--- src/rtl/mf8_uart_tx.sv ---
// mf8 IO-bus UART transmitter: byte FIFO feeding an 8N1 serialiser with a polled status register.
// Define MF8_UART_TX_PARITY_EN to add an even-parity bit and send 8E1 frames.
module mf8_uart_tx #(
    parameter int          CLK_DIV    = 104,
    parameter int          FIFO_DEPTH = 4,
    parameter logic [5:0]  DATA_ADDR  = 6'h00,
    parameter logic [5:0]  STAT_ADDR  = 6'h01
) (
    input  logic       CLK,
    input  logic       RST,
    input  logic       IO_Rd,
    input  logic       IO_Wr,
    input  logic [5:0] IO_Addr,
    input  logic [7:0] IO_WData,
    output logic [7:0] IO_RData,
    output logic       UART_TXD
);

    localparam int PTR_W  = $clog2(FIFO_DEPTH);
    localparam int CNT_W  = PTR_W + 1;
    localparam int BAUD_W = (CLK_DIV > 1) ? $clog2(CLK_DIV) : 1;
    localparam logic [BAUD_W-1:0] BAUD_LAST = BAUD_W'(CLK_DIV - 1);
    localparam logic [CNT_W-1:0]  CNT_FULL  = CNT_W'(FIFO_DEPTH);

`ifdef MF8_UART_TX_PARITY_EN
    typedef enum logic [2:0] {
        ST_IDLE   = 3'd0,
        ST_START  = 3'd1,
        ST_DATA   = 3'd2,
        ST_PARITY = 3'd3,
        ST_STOP   = 3'd4
    } state_t;

    function automatic logic even_parity(input logic [7:0] d);
        return ^d;
    endfunction
`else
    typedef enum logic [2:0] {
        ST_IDLE   = 3'd0,
        ST_START  = 3'd1,
        ST_DATA   = 3'd2,
        ST_STOP   = 3'd4
    } state_t;
`endif

    state_t            state_r;
    state_t            state_nxt_s;
    logic [7:0]        mem_r [FIFO_DEPTH];
    logic [PTR_W-1:0]  wr_ptr_r;
    logic [PTR_W-1:0]  rd_ptr_r;
    logic [CNT_W-1:0]  count_r;
    logic [BAUD_W-1:0] baud_r;
    logic [2:0]        bit_cnt_r;
    logic [7:0]        shift_r;
    logic              ovf_r;
`ifdef MF8_UART_TX_PARITY_EN
    logic              par_r;
`endif
    logic              full_s;
    logic              empty_s;
    logic              busy_s;
    logic              data_wr_s;
    logic              stat_wr_s;
    logic              push_s;
    logic              pop_s;
    logic              baud_wrap_s;
    logic              unused_s;

    assign unused_s    = IO_Rd;
    assign full_s      = (count_r == CNT_FULL);
    assign empty_s     = (count_r == {CNT_W{1'b0}});
    assign busy_s      = (state_r != ST_IDLE);
    assign data_wr_s   = IO_Wr && (IO_Addr == DATA_ADDR);
    assign stat_wr_s   = IO_Wr && (IO_Addr == STAT_ADDR);
    assign push_s      = data_wr_s && !full_s;
    assign baud_wrap_s = (baud_r == BAUD_LAST);

    // Status read mux; only the status address returns anything non-zero.
    always_comb begin
        IO_RData = 8'h00;
        if (IO_Addr == STAT_ADDR) begin
            IO_RData = {4'b0000, ovf_r, busy_s, empty_s, full_s};
        end else begin
            IO_RData = 8'h00;
        end
    end

    // FIFO storage, pointers and occupancy count.
    always_ff @(posedge CLK or posedge RST) begin
        if (RST) begin
            for (int i = 0; i < FIFO_DEPTH; i++) begin
                mem_r[i] <= 8'h00;
            end
            wr_ptr_r <= {PTR_W{1'b0}};
            rd_ptr_r <= {PTR_W{1'b0}};
            count_r  <= {CNT_W{1'b0}};
        end else begin
            if (push_s) begin
                mem_r[wr_ptr_r] <= IO_WData;
                wr_ptr_r        <= wr_ptr_r + PTR_W'(1);
            end
            if (pop_s) begin
                rd_ptr_r <= rd_ptr_r + PTR_W'(1);
            end
            case ({push_s, pop_s})
                2'b10:   count_r <= count_r + CNT_W'(1);
                2'b01:   count_r <= count_r - CNT_W'(1);
                default: count_r <= count_r;
            endcase
        end
    end

    // Overflow flag: a dropped byte sets it, a status write clears it, set wins.
    always_ff @(posedge CLK or posedge RST) begin
        if (RST) begin
            ovf_r <= 1'b0;
        end else if (data_wr_s && full_s) begin
            ovf_r <= 1'b1;
        end else if (stat_wr_s) begin
            ovf_r <= 1'b0;
        end else begin
            ovf_r <= ovf_r;
        end
    end

    // FSM state register.
    always_ff @(posedge CLK or posedge RST) begin
        if (RST) begin
            state_r <= ST_IDLE;
        end else begin
            state_r <= state_nxt_s;
        end
    end

    // Next-state logic; a pop happens on every entry into START.
    always_comb begin
        state_nxt_s = state_r;
        pop_s       = 1'b0;
        case (state_r)
            ST_IDLE: begin
                if (!empty_s) begin
                    state_nxt_s = ST_START;
                    pop_s       = 1'b1;
                end else begin
                    state_nxt_s = ST_IDLE;
                end
            end
            ST_START: begin
                if (baud_wrap_s) begin
                    state_nxt_s = ST_DATA;
                end else begin
                    state_nxt_s = ST_START;
                end
            end
            ST_DATA: begin
                if (baud_wrap_s && (bit_cnt_r == 3'd7)) begin
`ifdef MF8_UART_TX_PARITY_EN
                    state_nxt_s = ST_PARITY;
`else
                    state_nxt_s = ST_STOP;
`endif
                end else begin
                    state_nxt_s = ST_DATA;
                end
            end
`ifdef MF8_UART_TX_PARITY_EN
            ST_PARITY: begin
                if (baud_wrap_s) begin
                    state_nxt_s = ST_STOP;
                end else begin
                    state_nxt_s = ST_PARITY;
                end
            end
`endif
            ST_STOP: begin
                if (baud_wrap_s && !empty_s) begin
                    state_nxt_s = ST_START;
                    pop_s       = 1'b1;
                end else if (baud_wrap_s) begin
                    state_nxt_s = ST_IDLE;
                end else begin
                    state_nxt_s = ST_STOP;
                end
            end
            default: begin
                state_nxt_s = ST_IDLE;
                pop_s       = 1'b0;
            end
        endcase
    end

    // Baud counter, bit counter and shift register.
    always_ff @(posedge CLK or posedge RST) begin
        if (RST) begin
            baud_r    <= {BAUD_W{1'b0}};
            bit_cnt_r <= 3'd0;
            shift_r   <= 8'h00;
`ifdef MF8_UART_TX_PARITY_EN
            par_r     <= 1'b0;
`endif
        end else if (pop_s) begin
            baud_r    <= {BAUD_W{1'b0}};
            bit_cnt_r <= 3'd0;
            shift_r   <= mem_r[rd_ptr_r];
`ifdef MF8_UART_TX_PARITY_EN
            par_r     <= even_parity(mem_r[rd_ptr_r]);
`endif
        end else if (state_r == ST_IDLE) begin
            baud_r <= {BAUD_W{1'b0}};
        end else if (baud_wrap_s) begin
            baud_r <= {BAUD_W{1'b0}};
            if (state_r == ST_DATA) begin
                shift_r   <= {1'b0, shift_r[7:1]};
                bit_cnt_r <= bit_cnt_r + 3'd1;
            end
        end else begin
            baud_r <= baud_r + BAUD_W'(1);
        end
    end

    // Serial line, registered from the current state so it lags the FSM by one cycle.
    always_ff @(posedge CLK or posedge RST) begin
        if (RST) begin
            UART_TXD <= 1'b1;
        end else begin
            case (state_r)
                ST_IDLE:   UART_TXD <= 1'b1;
                ST_START:  UART_TXD <= 1'b0;
                ST_DATA:   UART_TXD <= shift_r[0];
`ifdef MF8_UART_TX_PARITY_EN
                ST_PARITY: UART_TXD <= par_r;
`endif
                ST_STOP:   UART_TXD <= 1'b1;
                default:   UART_TXD <= 1'b1;
            endcase
        end
    end

endmodule

--- config.mk ---
export PLATFORM = sky130hd
export DESIGN_NAME = mf8_uart_tx
export DESIGN_NICKNAME = d
export VERILOG_FILES = /design/src/rtl/mf8_uart_tx.sv
export SDC_FILE = /design/constraint.sdc
export NUM_CORES = 1
export LEC_CHECK = 0
export ABC_CLOCK_PERIOD_IN_PS = 3700
export CAP_MARGIN = 10
export CORE_MARGIN = 4
export CORE_UTILIZATION = 57
export CTS_CLUSTER_DIAMETER = 50
export DETAILED_ROUTE_END_ITERATION = 16
export PLACE_DENSITY_LB_ADDON = 0.1
export SETUP_SLACK_MARGIN = 0.3
export SYNTH_ARGS = -nofsm -noshare
export SYNTH_HDL_FRONTEND = slang
export SYNTH_SLANG_ARGS = --single-unit
--- constraint.sdc ---
create_clock -name CLK -period 3.7 [get_ports CLK]
set_input_delay 0.37 -clock CLK [delete_from_list [all_inputs] [get_ports CLK]]
set_output_delay 0.37 -clock CLK [all_outputs]
set_load 0.02 [all_outputs]
# Yosys cells after proc, flatten, opt, wreduce, memory -nomap -nowiden
# Cells that the tools add are included.
# word_totals
regBits,62
out_inout_bits,9
inputBits,18
elab_cells,83
# op_classes
n_bitwise,2
reduce_logical,18
magnitude_cmp,3
addsub,6
n_eq_ne,10
n_mux,31
# ops
operator,n
two-way mux 8 bit,7
bitwise mux 32 bit,1
two-way mux 3 bit,7
two-way mux 7 bit,3
binary-select mux 8 bit (select 2 bit),1
demux 8 bit (select 2 bit),1
one-hot mux 3 bit (4 select lines),1
"equality test 3 bit, second input constant",3
nonzero test 2 bit,4
"adder 7 x 1 -> 7 bit, second input constant",1
"equality test 7 bit, second input constant",1
logical AND 1 bit,7
"adder 3 x 1 -> 3 bit, second input constant",2
"equality test 6 x 1 -> 1 bit, second input constant",1
"greater-or-equal comparator 3 bit, second input constant",2
logical NOT 3 bit,2
logical NOT 6 bit,1
NOT 2 -> 3 bit,2
one-hot mux 3 bit (2 select lines),1
two-way mux 1 bit,5
"adder 2 x 1 -> 2 bit, second input constant",2
two-way mux 4 bit,1
one-hot mux 1 bit (2 select lines),2
"equality test 3 x 1 -> 1 bit, second input constant",1
other kinds (10),11

# Logic depth before layout (Yosys ltp)
# Gate-level depths: netlist of the first run.
# logic_depth
word_depth,7
depth_mapped,11
mapped_depth_nobuf,11

# Worst setup path before layout of the first run
# OpenSTA, ideal clock, no wires.
# synth_path
path_kind,register -> register
startpoint,register baud_r[3]
endpoint,register count_r[2]
period_less_slack_ns,2.713
required_ns,3.621
path_slack_ns,0.987
setup_time_ns,0.079
t_arrival_ns,2.634
n_path_buf,0
stages_incl_launch_ff,11
path_cell_list,dfrtp_1 > or3b_4 > o21ai_0 > nand2_1 > inv_1 > ha_1 > inv_1 > fa_1 > xor2_1 > nor2_1 > xor2_1
# synth_between
elab_chain_cells,6
word_cells_on_any_way,8
cone_classes,eq/ne (3); mux (3); reduce/logical (2)
# synth_rtl
item,line_no,text
"start, declared",52,logic [BAUD_W-1:0] baud_r;
"start signal, assigned",195,baud_r <= {BAUD_W{1'b0}};
"start signal, assigned",202,baud_r <= {BAUD_W{1'b0}};
"start signal, assigned",209,baud_r <= {BAUD_W{1'b0}};
equality test 7 bit (*),76,assign baud_wrap_s = (baud_r == BAUD_LAST);
logical AND 1 bit (*),176,if (baud_wrap_s && !empty_s) begin
two-way mux 1 bit (*),176,
one-hot mux 1 bit (2 select lines) (*),139,case (state_r)
equality test 2 x 1 -> 1 bit / equality test 2 bit (equally long branches),105,"case ({push_s, pop_s})"
one-hot mux 3 bit (2 select lines) / nonzero test 2 bit (equally long branches),--,
"end signal, assigned",106,2'b10: count_r <= count_r + CNT_W'(1);
"end signal, assigned",107,2'b01: count_r <= count_r - CNT_W'(1);
"end signal, assigned",108,default: count_r <= count_r;
"end, declared",51,logic [CNT_W-1:0] count_r;
# Every way passes the cells marked *; elsewhere a longest branch is shown, timed or not.
# A chain may end at the register's enable or synchronous reset.

# Final worst setup path of the first run
# layout_path
startpoint,register baud_r[0]
endpoint,register count_r[2]
# The elaborated chain is that of the path after synthesis.

==> out/metrics.cfg, run 1 <==
[pwr]
combPwrFrac=0.222
seq_power_share=0.478
peakVddDrop_mv=0.310
leakage_nw=1.68
p_int_mw=1.41
switchingPower_uw=576
sw_frac_of_total=0.290
powerDensity_mw_per_mm2=574
power.share.clock=0.300

[sta]
fmax_ghz=0.326
final-hold-violation-count=0
skew_ps=3.58
final.setup.worst_slack_ps=634
worst_pin_slew_ps=639
slew_headroom=0.571
min_period_over_period=0.829
post-route-min-period_ps=3070
setup_viol=0
drv_slew=0
rsz0062_at_grt=no
fin_tns_setup_ps=0

[clock_network]
worstSkewPairLatency_ps=330
cts_tree=yes
numCtsBuffers=9
cts_resized=0
cts_buffer_depth=2
cts_hold_buffers=0
cts_setup_buffers=0
cts-htree-levels=3
cts_sinks=62
clkTransAtPathRegs_ps=70
root_buffer=clkbuf_8

[die]
rows=26
fp.dieH_um=80.5
core_area_mm2=0.00511
die_area_mm2=0.00648
die_w_um=80.5
top_level_ports=27
start_util=0.586

[run_status]
status=finished clean

[detailed_routing]
ant_nets=0
num_vias=1765
drt-initial-drc-count=66
drt-total-wl_mm=4.95
viasPerCell=5.40
first_pass_iters=4
drc=0
routedWlPerCell_um=15.1

[hold_path]
hold_class=input pin to asynchronous set/reset pin

[synthesis]
synth-edff-count=0
synthFlopType=dfrtp_1
synth_area_mm2=0.00299
synth_most_common_cell=dfrtp_1
synth-async-reset-ratio=1.00
synth-seq-cells=62
yosys_warnings=0
syn_inst=223
netlist_top_cells_count=dfrtp_1 (61), mux2_2 (39), nor2_1 (18)
postSynthAreaPerCell_um2=13.4
ys_types=40
synth_top_area_share=0.510
synth_area_leaders=dfrtp_1 (51%), mux2_2 (15%), mux4_2 (6.0%)
ys_seq_area_frac=0.519
yosysTopAreaCell=dfrtp_1

[global_routing]
grt_util_met2=0.275
first_global_vias=1825
grt_max_degree=41
grt_first_pass_wirelength_mm=8.56
antenna_found_initial=0
gr-total-overflow=0
grt.total_usage=0.178
grt_use_met3=0.0381
grt.busiest_layer=met2
grt.met1_usage=0.240

[finish]
nNetsFinal=279
area_delta_synth_final_pct=15.6
drive_gt1_frac=0.315
diodes=0

[worst_setup_path]
path_class=flip-flop to flip-flop
end_kind=flip-flop
worstRegToRegCells=11
regToRegEndpoint=count_r[2]
cp.required_ps=3950
r2r_start=baud_r[0]
cp-start-kind=flip-flop
critical_path_arrival_ps=3320
crit_fanout=9
reg2reg_slack_ps=630

[placed_design]
post-place-ws_ps=623
finalWeightedCongestion=0.725
hpwl_mm=3.50
io_buffers=21

[flow_run]
drv_cap=0

==> cells in the final DEF (no fill, tap or decap), drive strengths merged <==
cell | netlist | final
bufinv | 0 | 1
xnor2 | 6 | 6
clkinvlp | 0 | 1
fa | 1 | 1
and3 | 4 | 4
mux2i | 2 | 2
and3b | 1 | 1
and2b | 1 | 1
nand3 | 9 | 9
or4 | 2 | 2
nor2b | 1 | 1
nand2b | 1 | 1
nor3b | 3 | 3
a21oi | 3 | 3
xor2 | 5 | 5
inv | 10 | 10
conb | 1 | 4
nor3 | 3 | 3
o21bai | 1 | 1
o311a | 1 | 1
ha | 8 | 8
o21ai | 7 | 7
dfstp | 1 | 1
or2 | 1 | 1
clkdlybuf4s50 | 0 | 21
dfrtp | 61 | 61
nand2 | 6 | 6
clkbuf | 1 | 13
or3b | 1 | 1
nor2 | 18 | 18
a31oi | 1 | 1
nor4 | 1 | 1
o21ba | 1 | 1
mux2 | 47 | 47
buf | 6 | 1
clkinv | 0 | 1
mux4 | 8 | 8
==> per-layer routing <==
metal | part of all wire | routed length (µm)
met1 | 0.48 | 2370
met2 | 0.47 | 2320
met3 | 0.032 | 156
met4 | 0.020 | 98
met5 | 0 | 0
==> power by group through the flow <==
stage               Combinational [mW]  Sequential, mW  Clock, mW
detailed placement               0.445           0.965          0
global route                     0.496           0.974      0.642
finish                           0.441           0.948      0.596
floorplan                        0.401           0.893          0
global placement                 0.430           0.960          0
CTS                              0.448           0.953      0.610
==> worst max-delay path: stages, from the launching register on <==
cell and delay [ps]:
dfrtp_1 370, ha_1 210, nand3_1 250, o21ai_0 470, nand2_1 370, inv_1 270
ha_1 220, inv_1 60, fa_1 370, xor2_1 150, nor2_1 110, xor2_1 150
==> cell type report <==
cell class	instances	area, µm²
Sequential cell	62	1550
Timing Repair Buffer	22	218
Clock buffer	13	159
Multi-Input combinational cell	147	1360
Clock inverter	3	42.5
Inverter	10	37.5
Fill cell	389	1650
Tap cell	70	87.6
==> how the worst max path moves through the flow <==
stage | start | endpoint | slack [ps] | depth (start not counted)
finish | baud_r[0] | count_r[2] | 630 | 11
global route | baud_r[0] | count_r[2] | 350 | 11
CTS | baud_r[0] | count_r[2] | 610 | 11
detailed placement | baud_r[0] | count_r[2] | 620 | 11
global placement | baud_r[0] | count_r[2] | 640 | 11
floorplan | baud_r[3] | count_r[2] | 990 | 10
==> registers in the layout (all words and copies together), names as in the netlist <==
name,count
UART_TXD,1
baud_r,7
bit_cnt_r,3
count_r,3
mem_r,32
ovf_r,1
rd_ptr_r,2
shift_r,8
state_r,3
wr_ptr_r,2
==> through the flow <==
step / total power, mW / std cells / instance area, µm² / hold slack [ps] / utilization
after floorplan: 1.29 / 226 / 3010 / 423 / -
after global placement: 1.39 / 311 / 3260 / 441 / 0.638
after detailed placement: 1.41 / 311 / 3260 / 444 / 0.638
after CTS: 2.01 / 327 / 3460 / 397 / 0.678
after global routing: 2.11 / 327 / 3460 / 426 / 0.678
final: 1.99 / 327 / 3460 / 388 / 0.678
==> kinds of logic (layout without fill, tap and decap cells) <==
group                      count (synthesis)  after routing  synth area share
DFF                                       62             62             0.519
muxes                                     57             57             0.251
and+or+nand+nor                           52             52            0.0986
buffers and inverters                     17             48            0.0297
AOI/OAI and AO/OA                         14             14            0.0284
xor gates and xnor gates                  11             11            0.0322
adders and majority gates                  9              9            0.0401
other                                      1              4           0.00125
Note: power is estimated with default switching activity, not from simulation.
==> inputs of run 2 (changes only) <==
- ABC_CLOCK_PERIOD_IN_PS: 3700 -> 2700
- CORE_UTILIZATION: 57 -> 51
- clock period: 3.7 -> 2.7 ns (I/O delays scaled with it)
==> run 2 against run 1 <==
Compared with the run above: largest cell class unchanged; die area increased by 11%; design area rose by 4.9%; count of clock-buffer cells in the layout shrank 4; wire length increased by 3.4%; sequential share of layout area is 2.0 points lower; global-route usage shrank 1.7 points.
==> out/metrics.cfg, run 2 (same netlist as run 1, synthesis figures left out) <==
[finish]
reg_top3=mem_r: 32 flops, shift_r: 8 flops, baud_r: 7 flops
diodes=0  ; unchanged
drive_gt1_frac=0.389  ; +0.0737
top_register=mem_r
fillCellCount=441  ; +13%
nNetsFinal=292  ; +4.7%
area_delta_synth_final_pct=21.3
largest_reg_flops=32  ; unchanged
final_common_cell=dfrtp_1
final_cell_mix=dfrtp_1 (59), mux2_2 (39), nor2_1 (17), clkdlybuf4s50_1 (17), buf_4 (13)

[sta]
slew_headroom=0.582  ; +0.0113
fmax_ghz=0.437  ; +34%
min_period_over_period=0.848  ; +0.0193
post-route-min-period_ps=2290  ; -776 ps
fin_tns_setup_ps=0  ; unchanged
drv_slew=0  ; unchanged
rsz0062_at_grt=no
worst_pin_slew_ps=627  ; -12.0 ps
skew_ps=8.58  ; +4.99 ps
final-hold-violation-count=0  ; unchanged
setup_viol=0  ; unchanged

[worst_setup_path]
cp.required_ps=2960  ; -990 ps
end_kind=flip-flop
cp-start-kind=flip-flop
regToRegEndpoint=count_r[2]
critical_path_arrival_ps=2550  ; -770 ps
crit_fanout=5  ; -4
path_class=flip-flop to flip-flop
cpMostUsedCell=xor2_1
reg2reg_slack_ps=410  ; -220 ps
worstRegToRegCells=10  ; -1
critPathTopFamily=simple AND/OR/NAND/NOR gates
r2r_start=baud_r[4]
cp_num_buf_inv=2  ; unchanged
cpPeakStageDelay_ps=440  ; -30 ps
slowest_stage=or3b_4
path_cells=or3b_4, o21ai_4, nand2_4, inv_2, ha_2, inv_1, fa_1, xor2_1, nor2_1, xor2_1

[die]
die_w_um=84.6  ; +5.2%
fp.dieH_um=84.6  ; +5.2%
rows=27  ; +3.8%
start_util=0.534  ; -0.0523
core_area_mm2=0.00561  ; +9.8%
top_level_ports=27  ; unchanged
die_area_mm2=0.00716  ; +11%

[global_routing]
first_global_vias=1825  ; unchanged
grt_max_degree=63  ; +54%
grt_util_met2=0.246  ; -0.0286
gr-total-overflow=0  ; unchanged
grt_first_pass_wirelength_mm=9.02  ; +5.4%
grt.busiest_layer=met2
grt_use_met3=0.0471  ; +0.00899
antenna_found_initial=0  ; unchanged
grt.met1_usage=0.216  ; -0.0238
grt.total_usage=0.161  ; -0.0171

[clock_network]
clkTransAtPathRegs_ps=70  ; about the same
cts_hold_buffers=0  ; unchanged
cts_sinks=62  ; unchanged
worstSkewPairLatency_ps=340  ; about the same
cts-htree-levels=3  ; unchanged
cts_tree=yes
root_buffer=clkbuf_8
cts_buffer_depth=2  ; unchanged
numCtsBuffers=9  ; unchanged

[pwr]
leakage_nw=1.78  ; +5.5%
peakVddDrop_mv=0.416  ; +34%
power.total_mw=2.90  ; +46%
powerDensity_mw_per_mm2=799  ; +39%

[detailed_routing]
drt-initial-drc-count=104  ; +58%
routedWlPerCell_um=15.0  ; -1.2%
drt-total-wl_mm=5.12  ; +3.4%
viasPerCell=5.25  ; -2.7%
ant_nets=0  ; unchanged
drc=0  ; unchanged
num_vias=1796  ; +1.8%
first_pass_iters=4  ; unchanged

[placed_design]
io_buffers=21  ; unchanged
finalWeightedCongestion=0.725  ; -0.12%
hpwl_mm=3.47  ; -1.0%

[run_status]
status=finished clean

[flow_run]
drv_cap=0  ; unchanged

[hold_path]
hold_class=input pin to asynchronous set/reset pin

## run 2: routing by layer
layer  routed length [µm]  part of all wire
met1                 2420              0.47
met2                 2440              0.48
met3                  169             0.033
met4                   83             0.016
met5                    0                 0
## run 2: worst max path at each step
stage,from,to,slack [ps],cells after the start
floorplan,baud_r[3],count_r[2],320,10
global placement,IO_Addr[3],count_r[2],160,10
detailed placement,IO_Addr[3],count_r[2],120,10
CTS,baud_r[3],count_r[2],310,10
global route,baud_r[4],count_r[2],310,10
finish,baud_r[4],count_r[2],410,10
## run 2: cell type report
class	instances	area [µm²]	share of cell area
sequential	62	1560	0.428
multi-input combinational	147	1400	0.386
inverter	10	37.5	0.0103
tap	72	90.1	0.0248
clock buffer	9	124	0.0341
timing repair buffer	35	323	0.0889
clock inverter	7	98.8	0.0272
## run 2: repair_timing
item                                    CTS  global route
cloned                                    0             0
resized for setup                         7             6
pin swaps                                 1             2
endpoints found under the setup margin    5             1
setup buffers                             1             6
## run 2: worst min-delay path, cell delays in order
cell	delay (ps)
clkdlybuf4s50_1	410
inv_2	70
buf_12	280
## run 2: stage by stage
step,setup WS [ps],hold slack (ps),cell area [µm²],util,instances
floorplan,315,367,3020,-,226
global placement,163,445,3330,0.594,319
detailed placement,119,456,3330,0.594,319
CTS,310,307,3570,0.637,336
global route,307,326,3630,0.647,342
finish,410,301,3630,0.647,342
## run 2: where the power goes
group | switching, mW | total [mW] | internal (mW) | leakage [nW]
Combinational | 0.275 | 0.689 | 0.413 | 0.838
Clock | 0.377 | 0.899 | 0.522 | 0.109
Sequential | 0.204 | 1.31 | 1.11 | 0.829
Total | 0.856 | 2.90 | 2.04 | 1.78
==> inputs of run 3 (changes only) <==
- ABC_CLOCK_PERIOD_IN_PS: 2700 -> 2400
- CORE_UTILIZATION: 51 -> 57
- clock period: 2.7 -> 2.4 ns (I/O delays scaled with it)
==> run 3 against run 2 <==
Compared with the run above: worst hold slack got worse by 110 ps; utilization grew 6.9 points; count of clock-buffer cells in the layout rose by 2; wire length grew 2.8%; sequential share of layout area is 0.38 points lower.
==> out/metrics.cfg, run 3 (same netlist as run 1, synthesis figures left out) <==
[worst_setup_path]
regToRegEndpoint=shift_r[3]
path_cells=or3b_4, buf_4, or4_4, mux2_4, mux2_2
slowest_stage=or4_4
worstRegToRegCells=5  ; -5
cp-start-kind=flip-flop
critical_path_arrival_ps=2420  ; -130 ps
critPathTopFamily=simple AND/OR/NAND/NOR gates
r2r_start=baud_r[3]
crit_fanout=10  ; +5
cp.required_ps=2620  ; -340 ps
cp_num_buf_inv=1  ; -1
reg2reg_slack_ps=200  ; -210 ps
cpPeakStageDelay_ps=530  ; +90 ps
path_class=flip-flop to flip-flop
end_kind=flip-flop

[detailed_routing]
drt-initial-drc-count=107  ; +2.9%
num_vias=1837  ; +2.3%
drc=0  ; unchanged
drt-total-wl_mm=5.26  ; +2.8%
first_pass_iters=4  ; unchanged
routedWlPerCell_um=15.2  ; +1.9%
ant_nets=0  ; unchanged
viasPerCell=5.32  ; +1.4%

[clock_network]
clkTransAtPathRegs_ps=70  ; about the same
cts_tree=yes
worstSkewPairLatency_ps=330  ; about the same
cts_sinks=62  ; unchanged
cts_buffer_depth=2  ; unchanged
cts-htree-levels=3  ; unchanged
cts_hold_buffers=0  ; unchanged
root_buffer=clkbuf_8
numCtsBuffers=9  ; unchanged

[flow_run]
drv_cap=0  ; unchanged

[pwr]
combPwrFrac=0.279  ; +0.042
powerDensity_mw_per_mm2=856  ; +7.2%
sw_frac_of_total=0.310  ; +0.0147
peakVddDrop_mv=0.505  ; +21%
p_int_mw=2.16  ; +5.7%
switchingPower_uw=970  ; +13%
power.share.clock=0.255  ; -0.055
leakage_nw=1.78  ; +0.23%
seq_power_share=0.466  ; +0.013

[die]
start_util=0.586  ; +0.0523
rows=26  ; -3.7%
die_area_mm2=0.00648  ; -9.6%
die_w_um=80.5  ; -4.9%
top_level_ports=27  ; unchanged
core_area_mm2=0.00511  ; -8.9%
fp.dieH_um=80.5  ; -4.9%

[sta]
min_period_over_period=0.917  ; +0.0688
fmax_ghz=0.455  ; +4.1%
setup_viol=0  ; unchanged
post-route-min-period_ps=2200  ; -89.3 ps
slew_headroom=0.600  ; +0.0180
final.setup.worst_slack_ps=200  ; -211 ps
fin_tns_setup_ps=0  ; unchanged
final-hold-violation-count=0  ; unchanged
drv_slew=0  ; unchanged
skew_ps=7.51  ; -1.07 ps
rsz0062_at_grt=yes
worst_pin_slew_ps=600  ; -27.0 ps

[global_routing]
grt_max_degree=48  ; -24%
grt.total_usage=0.185  ; +0.0239
gr-total-overflow=0  ; unchanged
first_global_vias=1872  ; +2.6%
grt_first_pass_wirelength_mm=8.93  ; -1.0%
antenna_found_initial=0  ; unchanged

[finish]
nNetsFinal=297  ; +1.7%
postLayoutCoreUtil=0.716  ; +0.0686
largest_reg_flops=32  ; unchanged
area_delta_synth_final_pct=22.1
final_common_cell=dfrtp_1
layout.cells.non_filler=345  ; +0.88%
top_register=mem_r
fillCellCount=388  ; -12%
drive_gt1_frac=0.429  ; +0.0402
final_cell_mix=dfrtp_1 (61), mux2_2 (39), buf_4 (18)
diodes=0  ; unchanged
seqCellArea_mm2=0.00155  ; -0.16%
reg_top3=mem_r: 32 flops, shift_r: 8 flops, baud_r: 7 flops
multiInputGateArea_mm2=0.00145  ; +3.7%

[placed_design]
io_buffers=21  ; unchanged
hpwl_mm=3.66  ; +5.7%
dpl.cell_count=322  ; +0.94%
finalWeightedCongestion=0.757  ; +4.5%
post-place-ws_ps=-62.8  ; -182 ps

[run_status]
status=finished clean

[hold_path]
hold_class=input pin to asynchronous set/reset pin

## run 3: repair_timing
item | CTS | global route
pin swaps | 3 | 2
gates cloned | 0 | 0
resized for setup | 10 | 9
endpoints found under the setup margin | 13 | 13
buffers inserted | 4 | 3
## run 3: through the flow
| step | hold slack, ps | area (µm²) | power (mW) |
|---|---|---|---|
| floorplan | 337 | 3070 | 2.04 |
| global placement | 442 | 3420 | 2.26 |
| detailed placement | 444 | 3420 | 2.30 |
| CTS | 188 | 3630 | 3.14 |
| global route | 215 | 3660 | 3.36 |
| finish | 187 | 3660 | 3.13 |
## run 3: cell type report
| cell class | count | area share |
|---|---|---|
| Sequential cell | 62 | 0.425 |
| Multi-Input combinational cell | 147 | 0.398 |
| Timing Repair Buffer | 40 | 0.0944 |
| Clock buffer | 11 | 0.0387 |
| Tap cell | 70 | 0.0239 |
| Inverter | 10 | 0.0116 |
| Clock inverter | 5 | 0.00924 |
## run 3: how the worst max path moves through the flow
stage / cells after the start / to / slack [ps] / start
final: 5 / shift_r[3] / 200 / baud_r[3]
after global routing: 10 / count_r[2] / 100 / baud_r[6]
after CTS: 5 / shift_r[3] / 240 / baud_r[0]
after detailed placement: 5 / IO_RData[1] / -60 / IO_Addr[3]
after global placement: 5 / IO_RData[1] / -40 / IO_Addr[3]
after floorplan: 10 / count_r[2] / 170 / baud_r[4]
## run 3: power groups by stage
| stage | Combinational [mW] | Clock (mW) | Sequential, mW |
|---|---|---|---|
| 5_1_grt | 0.981 | 0.875 | 1.50 |
| 2_1_floorplan | 0.659 | 0 | 1.38 |
| 3_3_place_gp | 0.803 | 0 | 1.46 |
| 3_5_place_dp | 0.828 | 0 | 1.47 |
| 4_1_cts | 0.857 | 0.824 | 1.46 |
| 6_report | 0.875 | 0.798 | 1.46 |
## run 3: metal layers
layer  routed length [µm]  global-route usage  share of wire
met3                  114              0.0336          0.022
met4                   80              0.0811          0.015
met5                    0                   0              0
met1                 2440               0.247           0.46
met2                 2620               0.296           0.50
